### src/rtl/ov_dvp_tx_if.sv
// DVP video bus between ov_dvp_tx (camera side) and the capture path.
// Signal names match the OV2640 capture interface they stand in for.
interface ov_dvp_tx_if;
    logic       VSYNC_OV;
    logic       HREF_OV;
    logic [7:0] OV_Data_out;

    modport master (output VSYNC_OV, output HREF_OV, output OV_Data_out);
    modport slave  (input  VSYNC_OV, input  HREF_OV, input  OV_Data_out);
endinterface

### src/rtl/ov_dvp_tx.sv
// ov_dvp_tx: OV2640-style RGB565 DVP transmitter driven by internal test patterns.
// Define OV_DVP_TX_CRC_EN to add frame_crc (CRC-16-CCITT over each frame's HREF bytes).
module ov_dvp_tx #(
    parameter int H_ACTIVE    = 640,
    parameter int V_ACTIVE    = 480,
    parameter int H_BLANK     = 144,
    parameter int VSYNC_LINES = 3,
    parameter int V_BACK      = 17,
    parameter int V_FRONT     = 10
) (
    input  logic        clk,
    input  logic        rst_n,
    input  logic        en,
    input  logic [1:0]  pattern_sel,
    input  logic [15:0] fill_rgb,
    ov_dvp_tx_if.master dvp,
    output logic        frame_done,
    output logic        busy
`ifdef OV_DVP_TX_CRC_EN
    ,
    output logic [15:0] frame_crc
`endif
);

    localparam int LINE_LEN = 2 * H_ACTIVE + H_BLANK;
    localparam int ACT_LEN  = 2 * H_ACTIVE;
    localparam int VS_LEN   = VSYNC_LINES * LINE_LEN;
    localparam int VB_LEN   = V_BACK * LINE_LEN;
    localparam int VF_LEN   = V_FRONT * LINE_LEN;
    localparam int BAR_W    = H_ACTIVE / 8;
    localparam int M1       = (VS_LEN > VB_LEN) ? VS_LEN : VB_LEN;
    localparam int M2       = (M1 > VF_LEN) ? M1 : VF_LEN;
    localparam int M3       = (M2 > ACT_LEN) ? M2 : ACT_LEN;
    localparam int MAX_LEN  = (M3 > H_BLANK) ? M3 : H_BLANK;
    localparam int CW       = $clog2(MAX_LEN + 1);
    localparam int YW       = $clog2(V_ACTIVE + 1);

    localparam logic [CW-1:0] VS_LAST  = CW'(VS_LEN - 1);
    localparam logic [CW-1:0] VB_LAST  = CW'(VB_LEN - 1);
    localparam logic [CW-1:0] VF_LAST  = CW'(VF_LEN - 1);
    localparam logic [CW-1:0] ACT_LAST = CW'(ACT_LEN - 1);
    localparam logic [CW-1:0] HB_LAST  = CW'(H_BLANK - 1);
    localparam logic [YW-1:0] Y_LAST   = YW'(V_ACTIVE - 1);

    localparam logic [2:0] S_IDLE   = 3'd0;
    localparam logic [2:0] S_VSYNC  = 3'd1;
    localparam logic [2:0] S_VBACK  = 3'd2;
    localparam logic [2:0] S_ACT    = 3'd3;
    localparam logic [2:0] S_HBLANK = 3'd4;
    localparam logic [2:0] S_VFRONT = 3'd5;

    logic [2:0]    state_q, state_d;
    logic [CW-1:0] cnt_q, cnt_d;
    logic [YW-1:0] y_q, y_d;
    logic [1:0]    pat_q, pat_d;
    logic [15:0]   fill_q, fill_d;
    logic          vsync_q, vsync_d;
    logic          href_q, href_d;
    logic [7:0]    data_q, data_d;
    logic          done_q, done_d;
    logic          busy_q, busy_d;
    logic          start;
    logic [15:0]   x_w, y_w, pix;
    logic [2:0]    bar_idx;

    always_comb begin
        state_d = state_q;
        cnt_d   = cnt_q + CW'(1);
        y_d     = y_q;
        pat_d   = pat_q;
        fill_d  = fill_q;
        start   = 1'b0;
        case (state_q)
            S_IDLE: begin
                cnt_d = '0;
                start = en;
            end
            S_VSYNC:
                if (cnt_q == VS_LAST) begin
                    state_d = S_VBACK;
                    cnt_d   = '0;
                end
            S_VBACK:
                if (cnt_q == VB_LAST) begin
                    state_d = S_ACT;
                    cnt_d   = '0;
                    y_d     = '0;
                end
            S_ACT:
                if (cnt_q == ACT_LAST) begin
                    state_d = S_HBLANK;
                    cnt_d   = '0;
                end
            S_HBLANK:
                if (cnt_q == HB_LAST) begin
                    cnt_d = '0;
                    if (y_q == Y_LAST) begin
                        state_d = S_VFRONT;
                    end else begin
                        state_d = S_ACT;
                        y_d     = y_q + YW'(1);
                    end
                end
            S_VFRONT:
                if (cnt_q == VF_LAST) begin
                    state_d = S_IDLE;
                    cnt_d   = '0;
                    start   = en;
                end
            default: begin
                state_d = S_IDLE;
                cnt_d   = '0;
            end
        endcase
        if (start) begin
            state_d = S_VSYNC;
            cnt_d   = '0;
            pat_d   = pattern_sel;
            fill_d  = fill_rgb;
        end
    end

    // Outputs are decoded from next-state values so they leave the flops aligned with state_q.
    always_comb begin
        x_w     = 16'(cnt_d >> 1);
        y_w     = 16'(y_d);
        bar_idx = 3'(x_w / 16'(BAR_W));
        pix     = '0;
        case (pat_d)
            2'd0:
                case (bar_idx)
                    3'd0:    pix = 16'hFFFF;
                    3'd1:    pix = 16'hFFE0;
                    3'd2:    pix = 16'h07FF;
                    3'd3:    pix = 16'h07E0;
                    3'd4:    pix = 16'hF81F;
                    3'd5:    pix = 16'hF800;
                    3'd6:    pix = 16'h001F;
                    default: pix = 16'h0000;
                endcase
            2'd1:    pix = {x_w[4:0], x_w[5:0], x_w[4:0]};
            2'd2:    pix = (((x_w ^ y_w) & 16'h0010) != 16'h0000) ? 16'hFFFF : 16'h0000;
            default: pix = fill_d;
        endcase
        vsync_d = (state_d == S_VSYNC);
        href_d  = (state_d == S_ACT);
        data_d  = href_d ? (cnt_d[0] ? pix[7:0] : pix[15:8]) : 8'h00;
        done_d  = (state_d == S_VFRONT) && (cnt_d == VF_LAST);
        busy_d  = (state_d != S_IDLE);
    end

    always_ff @(posedge clk) begin
        if (!rst_n) begin
            state_q <= S_IDLE;
            cnt_q   <= '0;
            y_q     <= '0;
            pat_q   <= '0;
            fill_q  <= '0;
            vsync_q <= 1'b0;
            href_q  <= 1'b0;
            data_q  <= 8'h00;
            done_q  <= 1'b0;
            busy_q  <= 1'b0;
        end else begin
            state_q <= state_d;
            cnt_q   <= cnt_d;
            y_q     <= y_d;
            pat_q   <= pat_d;
            fill_q  <= fill_d;
            vsync_q <= vsync_d;
            href_q  <= href_d;
            data_q  <= data_d;
            done_q  <= done_d;
            busy_q  <= busy_d;
        end
    end

    assign dvp.VSYNC_OV    = vsync_q;
    assign dvp.HREF_OV     = href_q;
    assign dvp.OV_Data_out = data_q;
    assign frame_done      = done_q;
    assign busy            = busy_q;

`ifdef OV_DVP_TX_CRC_EN
    logic [15:0] crc_q, crc_d;
    logic [15:0] fcrc_q, fcrc_d;

    function automatic logic [15:0] crc16_byte(input logic [15:0] c, input logic [7:0] b);
        logic [15:0] r;
        logic [7:0]  d;
        r = c;
        d = b;
        for (int unsigned i = 0; i < 8; i++) begin
            if (r[15] ^ d[7]) r = {r[14:0], 1'b0} ^ 16'h1021;
            else              r = {r[14:0], 1'b0};
            d = {d[6:0], 1'b0};
        end
        return r;
    endfunction

    // The done edge never carries an HREF byte, so crc_q is already final there.
    always_comb begin
        crc_d  = crc_q;
        fcrc_d = fcrc_q;
        if (start)       crc_d = 16'hFFFF;
        else if (href_d) crc_d = crc16_byte(crc_q, data_d);
        if (done_d)      fcrc_d = crc_q;
    end

    always_ff @(posedge clk) begin
        if (!rst_n) begin
            crc_q  <= 16'hFFFF;
            fcrc_q <= 16'h0000;
        end else begin
            crc_q  <= crc_d;
            fcrc_q <= fcrc_d;
        end
    end

    assign frame_crc = fcrc_q;
`endif

endmodule

### src/flat_wrapper.sv
// flat-port wrapper written by rule: the top's interface ports become plain ports
module ov_dvp_tx_flat 
#(
    parameter int H_ACTIVE    = 640,
    parameter int V_ACTIVE    = 480,
    parameter int H_BLANK     = 144,
    parameter int VSYNC_LINES = 3,
    parameter int V_BACK      = 17,
    parameter int V_FRONT     = 10
)
  (clk, rst_n, en, pattern_sel, fill_rgb, frame_done, busy, dvp_VSYNC_OV, dvp_HREF_OV, dvp_OV_Data_out);
  ov_dvp_tx_if dvp_i ();
  input  logic clk;
  input  logic rst_n;
  input  logic en;
  input  logic [1:0] pattern_sel;
  input  logic [15:0] fill_rgb;
  output logic frame_done;
  output logic busy;
  output wire logic [$bits(dvp_i.VSYNC_OV)-1:0] dvp_VSYNC_OV;
  output wire logic [$bits(dvp_i.HREF_OV)-1:0] dvp_HREF_OV;
  output wire logic [$bits(dvp_i.OV_Data_out)-1:0] dvp_OV_Data_out;
  assign dvp_VSYNC_OV = dvp_i.VSYNC_OV;
  assign dvp_HREF_OV = dvp_i.HREF_OV;
  assign dvp_OV_Data_out = dvp_i.OV_Data_out;
  ov_dvp_tx #(.H_ACTIVE(H_ACTIVE), .V_ACTIVE(V_ACTIVE), .H_BLANK(H_BLANK), .VSYNC_LINES(VSYNC_LINES), .V_BACK(V_BACK), .V_FRONT(V_FRONT)) u_core (.clk(clk), .rst_n(rst_n), .en(en), .pattern_sel(pattern_sel), .fill_rgb(fill_rgb), .dvp(dvp_i), .frame_done(frame_done), .busy(busy));
endmodule
### config.mk
export PLATFORM = sky130hd
export DESIGN_NAME = ov_dvp_tx_flat
export DESIGN_NICKNAME = d
export VERILOG_FILES = /design/src/rtl/ov_dvp_tx_if.sv /design/src/rtl/ov_dvp_tx.sv /design/src/flat_wrapper.sv
export SDC_FILE = /design/constraint.sdc
export NUM_CORES = 1
export LEC_CHECK = 0
export CAP_MARGIN = 5
export CORE_ASPECT_RATIO = 0.8
export CORE_UTILIZATION = 41
export CTS_CLUSTER_DIAMETER = 200
export CTS_CLUSTER_SIZE = 10
export DETAILED_ROUTE_END_ITERATION = 16
export PLACE_DENSITY = 0.57
export SYNTH_ARGS = -nofsm -noshare
export SYNTH_HDL_FRONTEND = slang
export SYNTH_SLANG_ARGS = --single-unit
### constraint.sdc
create_clock -name clk -period 11.85 [get_ports clk]
set_input_delay 2.9625 -clock clk [delete_from_list [all_inputs] [get_ports clk]]
set_output_delay 2.9625 -clock clk [all_outputs]
set_load 0.03 [all_outputs]
======== After elaboration in Yosys (flattened, before gate mapping) ========
Index checks and enable logic that the tools add are counted.
word-level totals
  input bits .............................. 21
  register bits ........................... 57
operators by class
  bitwise logic cells ..................... 1
  reduce and logical (&&, ||, !) cells .... 6
  divide/modulo/power cells ............... 1
  add/sub/neg operators ................... 2
  equality and inequality tests ........... 23
  mux-type cells .......................... 27
operators with widths
  kind                                                                      count
  16-bit case mux with 7 select lines                                       1
  15-bit two-way mux                                                        6
  15-bit case mux with 5 select lines                                       1
  16-bit case mux with 3 select lines                                       1
  16-bit two-way mux                                                        2
  15-bit by 14-bit equality test with 1-bit output (second input constant)  2
  9-bit two-way mux                                                         3
  3-bit two-way mux                                                         7
  3-bit equality test (second input constant)                               6
  3-bit case mux with 6 select lines                                        1
  9-bit case mux with 2 select lines                                        1
  14-bit by 7-bit divider with 16-bit output (second input constant)        1
  15-bit by 1-bit adder with 15-bit output (second input constant)          1
  15-bit by 11-bit equality test with 1-bit output (second input constant)  1
  15-bit by 13-bit equality test with 1-bit output (second input constant)  1
  15-bit equality test (second input constant)                              1
  15-bit by 8-bit equality test with 1-bit output (second input constant)   1
  3-bit by 2-bit equality test with 1-bit output (second input constant)    5
  9-bit by 1-bit adder with 9-bit output (second input constant)            1
  3-bit by 1-bit equality test with 1-bit output (second input constant)    3
  9-bit equality test (second input constant)                               1
  8-bit two-way mux                                                         1
  3-bit zero test                                                           2
  5-bit bitwise XOR                                                         1
  other kinds (9)                                                           9

======== Depth between registers and ports, before layout ========
Gate-level depths: netlist (run 1).
  depth after elaboration ................. 9
  mapped depth ............................ 14
  depth with buffers taken out ............ 12

======== Worst setup path after synthesis (run 1) ========
Ideal clock, no wire load.
  path type ............................... in2reg
  start ................................... input en
  end ..................................... register u_core.data_q[4], in the netlist u_core.dvp.OV_Data_out[4]
  arrival ................................. 5.430 ns
  slack ................................... 6.299 ns
  required time ........................... 11.729 ns
  path buffers ............................ 2
  stages .................................. 12
  cell sequence ........................... nand3_1 > o21a_1 > buf_6 > and2_4 > buf_6 > a2111o_1 > a211oi_2 > nor3_1 > or4_4 > a221o_1 > a21oi_1 > o22ai_1
between the ends
  longest elaborated chain between the ends .. 8
  elaborated cells between the ends (all ways) .. 24
  classes of those cells .................. div (1); eq/ne (9); mux (10); bitwise (1); reduce/logical (3)
RTL lines
  item                                         line                text
  from (decl)                                  flat_wrapper.sv:15  input logic en;
  1-bit two-way mux                            ov_dvp_tx.sv:105    if (cnt_q == VF_LAST) begin
  1-bit case mux with 2 select lines (*)       ov_dvp_tx.sv:73     case (state_q)
  15-bit two-way mux                           ov_dvp_tx.sv:115    if (start) begin
  14-bit by 7-bit divider with 16-bit output   ov_dvp_tx.sv:127    bar_idx = 3'(x_w / 16'(BAR_W));
  3-bit equality test (tied with other cells)  ov_dvp_tx.sv:131    case (bar_idx)
  16-bit case mux with 7 select lines          ov_dvp_tx.sv:131
  16-bit case mux with 3 select lines          ov_dvp_tx.sv:129    case (pat_d)
  8-bit two-way mux                            ov_dvp_tx.sv:147    data_d = href_d ? (cnt_d[0] ? pix[7:0] : pix[15:8]) : 8'h00;
  to (signal assigned)                         ov_dvp_tx.sv:172    data_q <= data_d;
  to (decl)                                    ov_dvp_tx.sv:59     logic [7:0] data_q, data_d;
Every way passes the cells marked *; elsewhere a longest branch is shown, timed or not.
A chain may end at the register's enable or synchronous reset.

======== Final worst setup path (run 1) ========
  start ................................... input en
  end ..................................... register u_core.data_q[1], in the netlist u_core.dvp.OV_Data_out[1]
The elaborated chain is that of the path after synthesis.

==> impl_metrics.toml, run 1 <==
[clock_network]
clock_sinks = 57
htreeDepth = 3
clockBufferDepth = 2
cts_buffers = 9
cts_resized = 0
cts_root_buffer = "clkbuf_16"
tritoncts = "built"
clk_latency_ns = 0.33
cts_setup_buffers = 0
cts_hold_buf = 0
path_clk_slew_ns = 0.05

[logic_synthesis]
syn-instance-count = 476
async_flop_share_pct = 0
ys_warn_count = 0
synth_seq_cells = 57
yosysSeqAreaShare_pct = 30.54
syn_nets = 499
ys_types = 70
synth_edf_count = 0
synthFlopType = "dfxtp_1"
syn_area_um2 = 3736
synth_area_per_cell_um2 = 7.849

[sta]
whs_ns = 0.4584
min_period_ns = 6.224
maxSlewHeadroom_pct = 21.32
rsz0062_at_grt = "false"
period_share_pct = 52.52
tightest_slew_ns = 1.180
fmax_ghz = 0.1607
finClkSkew_ns = 0.01325
hold_violations = 0
setup_tns_ns = 0
maxSlewViolCount = 0
setup_viol = 0

[setup_path]
cp_data_arrival_time_ns = 6.46
startpoint_type = "input port"
critical_path.max_fanout = 6
r2r_setup_slack_ns = 7.16
cp.required_ns = 12.09
path_class = "input port to register"
r2r-start = "u_core.cnt_q[0]"
ff2ff_path_depth = 10
reg2reg_to = "u_core.dvp.OV_Data_out[1]"
critPathCaptureType = "register"

[placement]
gp_congestion = 0.8971
place_area_um2 = 4073
hpwlAfterDp_mm = 7.891
portBuffers = 32
dp.cells = 594

[drt]
top_layer = "met4"
wire_per_inst_um = 17.40
wl_met3_um = 747
vias = 3771
first_iter_violations = 268
drt-vias-per-instance = 6.202
wl_mm = 10.58
wl_met2_mm = 4.447
wirelength_met1_mm = 5.247
drc = 0
final_antenna_net_count = 0
drt_pass1_iterations = 5

[hold_path]
hp-class = "register to register"
hold_depth = 1
hp-start = "u_core.y_q[8]"
hold_end = "u_core.y_q[8]"

[cells_and_area]
regArea_um2 = 1141
nets = 516
layout_common_cells = "62 x nor2_1, 57 x dfxtp_1, 32 x clkdlybuf4s50_1"
syn_to_final_growth_pct = 17.01
layout_commonest_cell = "nor2_1"
final_cell_area_um2 = 4372
insertedDiodeCount = 0
stdcell_count = 608
drive_gt1_share_pct = 6.048
multi_input_area_um2 = 2441
postLayoutCoreUtil_pct = 50.42
fillers = 837

[floorplan]
coreArea_um2 = 8671
die_area_um2 = 9500
rows = 30
die_w_um = 108.7
start_util_pct = 43.09
ios = 33
die_h_um = 87.38

[global_routing]
grt_max_degree = 30
antenna_found_initial = 0
grt_pass1_vias = 3328
globalRouteOverflowTotal = 0
grt_pass1_wl_mm = 16.88
track_usage_pct = 23.08

[outcome]
status = "finished, final reports clean"

[power_and_ir_drop]
ir_drop_v = 0.0001436
p_leak_nw = 1.641
pwr_density_cell_nw_per_um2 = 116.8

[run]
cap_violations = 0
-- state kept, by name, summed over array words and instances, names as in the netlist, named ones only --
signal                  count
u_core.dvp.OV_Data_out      8
u_core.dvp.VSYNC_OV         1
u_core.cnt_q               15
u_core.dvp.HREF_OV          1
u_core.pat_q                2
u_core.y_q                  5
u_core.state_q              3
u_core.frame_done           1
u_core.busy                 1
u_core.fill_q              16
-- final cells by class --
cell class	count	share of cell area [%]
flip-flops and latches	57	26.10
clock inverters	4	1.603
multi-input cells	385	55.84
inverters	8	0.6869
clock buffers	10	5.238
well taps	112	3.205
repair buffers	32	7.327
-- routing by layer --
metal  vias to the layer above  global-route usage [%]
li1                       1831                       -
met4                         0                   6.511
met1                      1780                   32.94
met5                         -                       0
met3                        16                   6.432
met2                       144                   33.54
-- how the worst max path moves through the flow --
stage	startpoint	end	slack, ns
floorplan	en	u_core.dvp.OV_Data_out[4]	6.30
global placement	en	u_core.dvp.OV_Data_out[0]	5.54
detailed placement	en	u_core.dvp.OV_Data_out[1]	5.46
CTS	en	u_core.dvp.OV_Data_out[1]	5.75
global route	en	u_core.dvp.OV_Data_out[0]	5.36
finish	en	u_core.dvp.OV_Data_out[1]	5.63
-- synthesized netlist by cell type (3+ instances only) --
master / n / share of area, %
nand4_1: 14 / 2.3
buf_6: 3 / 0.90
nand2b_1: 6 / 1.0
a21oi_1: 29 / 3.9
o22ai_1: 3 / 0.50
or2_2: 5 / 0.84
o21ai_0: 14 / 1.9
a21o_1: 8 / 1.6
o211ai_1: 7 / 1.4
dfxtp_1: 57 / 31
clkbuf_1: 19 / 1.9
o211a_1: 3 / 0.80
nor2_1: 62 / 6.2
nand2_1: 30 / 3.0
a221oi_1: 3 / 0.70
o221ai_1: 3 / 0.70
nor4_1: 10 / 1.7
a211oi_1: 6 / 1.2
nand3_1: 23 / 3.1
and4_1: 4 / 0.94
and2_1: 6 / 1.0
a31oi_1: 8 / 1.3
xnor2_1: 11 / 2.6
mux2_2: 5 / 1.5
mux2i_1: 20 / 5.4
xor2_1: 9 / 2.1
a311oi_1: 3 / 0.70
o31ai_1: 6 / 1.2
and3_1: 11 / 1.8
a211o_1: 6 / 1.4
or4_1: 3 / 0.60
or3_1: 3 / 0.50
inv_1: 8 / 0.80
o21ai_1: 3 / 0.40
nor3_1: 18 / 2.4
-- cell families (layout without fill, tap and decap cells) --
logic type                 Yosys count  count (layout)  synth area share, %
and+or+nand+nor                    213             213                29.81
buffers and inverters               34              54                4.119
muxes                               25              25                6.865
AOI/OAI and AO/OA                  125             125                23.31
adders and majority gates            2               2               0.6697
DFF                                 57              57                30.54
xor gates and xnor gates            20              20                4.689
-- report_power, final --
group | internal [mW] | switching (mW)
logic | 0.0180 | 0.0257
registers | 0.197 | 0.00240
clock network | 0.181 | 0.0868
-- critical path: stages --
cell and delay, ns:
clkdlybuf4s50_1 0.49, nand3_1 0.15, o21ai_1 0.39, o211ai_1 0.24, o21ai_0 0.26, nand2_1 0.16, o311ai_1 0.56, o31ai_1 0.21
a221oi_1 0.66, o21ai_0 0.22, o211ai_1 0.14
-- through the flow --
stage | worst slack (ns) | power [mW]
floorplan | 6.299 | 0.2311
finish | 5.626 | 0.5105
detailed placement | 5.456 | 0.2463
global placement | 5.544 | 0.2465
global route | 5.355 | 0.5275
CTS | 5.748 | 0.5142
Power figures use the tool's default switching activity.
==> run 2, diff against run 1 <==
==> constraint.sdc (replaced) <==
create_clock -name clk -period 6.3 [get_ports clk]
set_input_delay 1.575 -clock clk [delete_from_list [all_inputs] [get_ports clk]]
set_output_delay 1.575 -clock clk [all_outputs]
set_load 0.03 [all_outputs]
==> impl_metrics.toml, run 2 (synthesized netlist as in run 1, its figures left out) <==
[power_and_ir_drop]
power.internal_mw = 0.7417
ir_drop_v = 0.0001639
swShare_pct = 23.63
pwr-share-seq_pct = 38.6
power_frac_clock_pct = 52.9
switching_power_mw = 0.2295
p_comb_share_pct = 8.5
power_mw = 0.9712
p_leak_nw = 1.649
pwr_density_cell_nw_per_um2 = 220.9

[drt]
first_iter_violations = 350
drt_pass1_iterations = 5
vias = 3771
wire_per_inst_um = 17.72
wl_met2_mm = 4.543
wl_mm = 10.83
final_antenna_net_count = 0
wirelength_met1_mm = 5.309
drc = 0
wl_met3_um = 843
top_layer = "met4"
drt-vias-per-instance = 6.172

[setup_path]
r2r-start = "u_core.cnt_q[0]"
r2r_setup_slack_ns = 1.75
critical_path.max_fanout = 6
cp.required_ns = 6.55
path_class = "input port to register"
cp_data_arrival_time_ns = 5.06
critPathCaptureType = "register"
ff2ff_path_depth = 12
startpoint_type = "input port"
reg2reg_to = "u_core.dvp.OV_Data_out[1]"

[clock_network]
cts_resized = 0
cts_hold_buf = 0
clockBufferDepth = 2
clock_sinks = 57
clk_latency_ns = 0.33
cts_setup_buffers = 0
tritoncts = "built"
cts_root_buffer = "clkbuf_16"
path_clk_slew_ns = 0.05
cts_buffers = 9
htreeDepth = 3

[global_routing]
globalRouteOverflowTotal = 0
grt_pass1_vias = 3401
grt_pass1_wl_mm = 17.18
track_usage_pct = 23.69
antenna_found_initial = 0
grt_max_degree = 30

[hold_path]
hold_end = "u_core.y_q[8]"
hp-class = "register to register"
hp-start = "u_core.y_q[8]"
hold_depth = 1

[floorplan]
rows = 30
coreArea_um2 = 8671
die_w_um = 108.7
start_util_pct = 43.09
die_h_um = 87.38
ios = 33
die_area_um2 = 9500

[outcome]
status = "finished, final reports clean"

[cells_and_area]
postLayoutCoreUtil_pct = 50.71
fillers = 837
layout_common_cells = "62 x nor2_1, 57 x dfxtp_1, 32 x clkdlybuf4s50_1"
insertedDiodeCount = 0
layout_commonest_cell = "nor2_1"
syn_to_final_growth_pct = 17.68
regMostFlops = "u_core.fill_q"
drive_gt1_share_pct = 6.814
largest_reg_flops = 16
nets = 517

[sta]
period_share_pct = 76.37
rsz0062_at_grt = "false"
maxSlewViolCount = 0
fmax_ghz = 0.2078
setup_viol = 0
tightest_slew_ns = 0.9898
hold_violations = 0
finClkSkew_ns = 0.008649
setup_tns_ns = 0
maxSlewHeadroom_pct = 33.54
min_period_ns = 4.812

[placement]
portBuffers = 32
hpwlAfterDp_mm = 8.005
gp_congestion = 0.9297

[run]
cap_violations = 0
[run 2: changes by cell type in the layout (fill, tap and decap cells not counted), sizes merged]
cell	previous run	this run
bufinv	2	1
clkinvlp	0	2
clkbuf	10	12
buf	0	1
clkinv	2	1
[run 2: worst max path at each step]
| stage | start | to | slack [ns] | depth (start not counted) |
|---|---|---|---|---|
| after floorplan | en | u_core.dvp.OV_Data_out[4] | 2.14 | 12 |
| after global placement | en | u_core.dvp.OV_Data_out[1] | 1.39 | 11 |
| after detailed placement | en | u_core.dvp.OV_Data_out[0] | 1.28 | 11 |
| after CTS | en | u_core.dvp.OV_Data_out[0] | 1.61 | 11 |
| after global routing | en | u_core.dvp.OV_Data_out[0] | 1.16 | 11 |
| final | en | u_core.dvp.OV_Data_out[1] | 1.49 | 11 |
[run 2: critical path, stage by stage]
cell and delay, ns:
clkdlybuf4s50_1 0.47, nand3_1 0.17, o21ai_1 0.38, o211ai_1 0.21
o21ai_0 0.26, nand2_1 0.18, o311ai_1 0.57, o31ai_1 0.22
a221oi_1 0.69, o21ai_0 0.21, o211ai_1 0.13
[run 2: final cells by class]
cell class                 count  area (um2)  area share (%)
multi-input combinational    385        2441           55.52
sequential                    57        1141           25.95
timing repair buffer          33       327.8           7.456
clock buffer                  12       266.5           6.061
tap                          112       140.1           3.187
clock inverter                 4       50.05           1.138
inverter                       8       30.03          0.6830
[run 2: power by group through the flow]
stage | sequential (mW) | clock (mW) | combinational (mW)
after floorplan | 0.383 | 0 | 0.0520
after global routing | 0.376 | 0.536 | 0.0901
after detailed placement | 0.382 | 0 | 0.0815
after global placement | 0.382 | 0 | 0.0810
final | 0.375 | 0.514 | 0.0821
after CTS | 0.375 | 0.515 | 0.0819
[run 2: stage by stage]
| step | cells | setup slack, ns | hold WS (ns) | cell area, um2 |
|---|---|---|---|---|
| final | 611 | 1.488 | 0.4700 | 4397 |
| after global routing | 611 | 1.161 | 0.4776 | 4397 |
| after CTS | 611 | 1.608 | 0.4540 | 4397 |
| after detailed placement | 595 | 1.280 | 0.4582 | 4080 |
| after global placement | 595 | 1.386 | 0.4490 | 4080 |
| after floorplan | 476 | 2.136 | 0.4227 | 3736 |
[run 2: metal layers]
| layer | GRT usage (%) | up-vias |
|---|---|---|
| met5 | 0 | - |
| met1 | 34.23 | 1763 |
| met4 | 6.020 | 0 |
| met3 | 5.759 | 17 |
| li1 | - | 1832 |
| met2 | 34.87 | 159 |
==> run 3, diff against run 2 <==
==> constraint.sdc (replaced) <==
create_clock -name clk -period 4.6 [get_ports clk]
set_input_delay 1.15 -clock clk [delete_from_list [all_inputs] [get_ports clk]]
set_output_delay 1.15 -clock clk [all_outputs]
set_load 0.03 [all_outputs]
==> impl_metrics.toml, run 3 (synthesized netlist as in run 1, its figures left out) <==
[outcome]
status = "finished, final reports clean"

[placement]
portBuffers = 32
place_area_um2 = 4170
gp_congestion = 0.9283
hpwlAfterDp_mm = 8.325

[clock_network]
clk_latency_ns = 0.33
clockBufferDepth = 2
cts_resized = 0
cts_root_buffer = "clkbuf_16"
cts_buffers = 9
cts_setup_buffers = 0
cts_hold_buf = 0
htreeDepth = 3
path_clk_slew_ns = 0.06
tritoncts = "built"
clock_sinks = 57

[power_and_ir_drop]
power_mw = 1.303
ir_drop_v = 0.0002329
pwr_density_cell_nw_per_um2 = 291.1
p_leak_nw = 1.699

[cells_and_area]
drive_gt1_share_pct = 9.393
final_cell_area_um2 = 4476
regMostFlops = "u_core.fill_q"
fillers = 815
layout_common_cells = "62 x nor2_1, 57 x dfxtp_1, 32 x clkdlybuf4s50_1"
postLayoutCoreUtil_pct = 51.62
nets = 529
syn_to_final_growth_pct = 19.79
insertedDiodeCount = 0
layout_commonest_cell = "nor2_1"
largest_reg_flops = 16

[sta]
maxSlewHeadroom_pct = 32.57
setup_tns_ns = 0
period_share_pct = 94.75
maxSlewViolCount = 0
fmax_ghz = 0.2294
finClkSkew_ns = 0.008663
tightest_slew_ns = 1.008
whs_ns = 0.4589
min_period_ns = 4.358
hold_violations = 0
setup_viol = 0

[drt]
wirelength_met1_mm = 5.485
wl_mm = 11.05
wl_met3_um = 784
drt_pass1_iterations = 4
wl_met2_mm = 4.640
top_layer = "met4"
first_iter_violations = 368
vias = 3830
drc = 0
final_antenna_net_count = 0
wire_per_inst_um = 17.74
drt-vias-per-instance = 6.148

[global_routing]
antenna_found_initial = 0
track_usage_pct = 24.80
globalRouteOverflowTotal = 0
grt_pass1_vias = 3526
grt_pass1_wl_mm = 18.10
grt_max_degree = 30

[setup_path]
critical_path.max_fanout = 10
cpLargestDelayFamily = "compound AO/OA/AOI/OAI gates"
slowest_delay_ns = 0.66
startpoint_type = "register"
r2r_setup_slack_ns = 0.24
cp.required_ns = 4.82
path_class = "register to register"
cp_data_arrival_time_ns = 4.58
critPathCaptureType = "register"
cpMostUsedCell = "or4_4"
slowest_stage = "a2111oi_0"
path_cells = "ha_1 -> nand4_1 -> or4_4 -> o21a_1 -> a2111oi_0 -> nor2_1 -> a211oi_2 -> nor3_2 -> or4_4 -> a221o_1 -> a31oi_1 -> o2bb2ai_1"
cp_num_buf_inv = 0

[floorplan]
rows = 30
start_util_pct = 43.09
die_h_um = 87.38
coreArea_um2 = 8671
die_w_um = 108.7
die_area_um2 = 9500
ios = 33

[hold_path]
hp-class = "register to register"

[run]
cap_violations = 0
==> run 3: layout make-up <==
cell class	instances	area, um2	area share (%)
clock buffer	10	239.0	5.340
inverter	8	30.03	0.6710
timing repair buffer	45	417.9	9.337
multi-input combinational	385	2450	54.74
sequential	57	1141	25.50
clock inverter	6	57.56	1.286
tap	112	140.1	3.131
==> run 3: routing by layer <==
metal  track usage [%]  vias to the layer above
met5                 0                        -
met4             6.757                        0
met3             6.956                       14
met2             35.10                      150
met1             36.22                     1807
li1                  -                     1859
==> run 3: power breakdown <==
part	switching (mW)	internal [mW]	total, mW
clock	0.241	0.429	0.671
sequential	0.00639	0.507	0.514
combinational	0.0681	0.0506	0.119
total	0.316	0.987	1.30
==> run 3: worst register-to-register path, stage by stage, from the launching register on <==
cell and delay [ns]:
dfxtp_1 0.47, ha_1 0.32, nand4_1 0.16, or4_4 0.59
o21a_1 0.32, a2111oi_0 0.66, nor2_1 0.16, a211oi_2 0.23
nor3_2 0.10, or4_4 0.55, a221o_1 0.40, a31oi_1 0.19
o2bb2ai_1 0.08
==> run 3: metrics by stage <==
step                      setup slack, ns  std cells
after floorplan                    0.7255        476
after global placement             0.1688        607
after detailed placement          0.04761        607
after CTS                          0.3115        623
after global routing             -0.02239        623
final                              0.2417        623
==> run 3: path summary, 6_finish.rpt <==
check,startpoint,endpoint,cells past startpoint
max,u_core.cnt_q[0],u_core.dvp.OV_Data_out[3],12
min,u_core.y_q[8],u_core.y_q[8],1
max reg2reg,u_core.cnt_q[0],u_core.dvp.OV_Data_out[3],12
min reg2reg,u_core.y_q[8],u_core.y_q[8],1
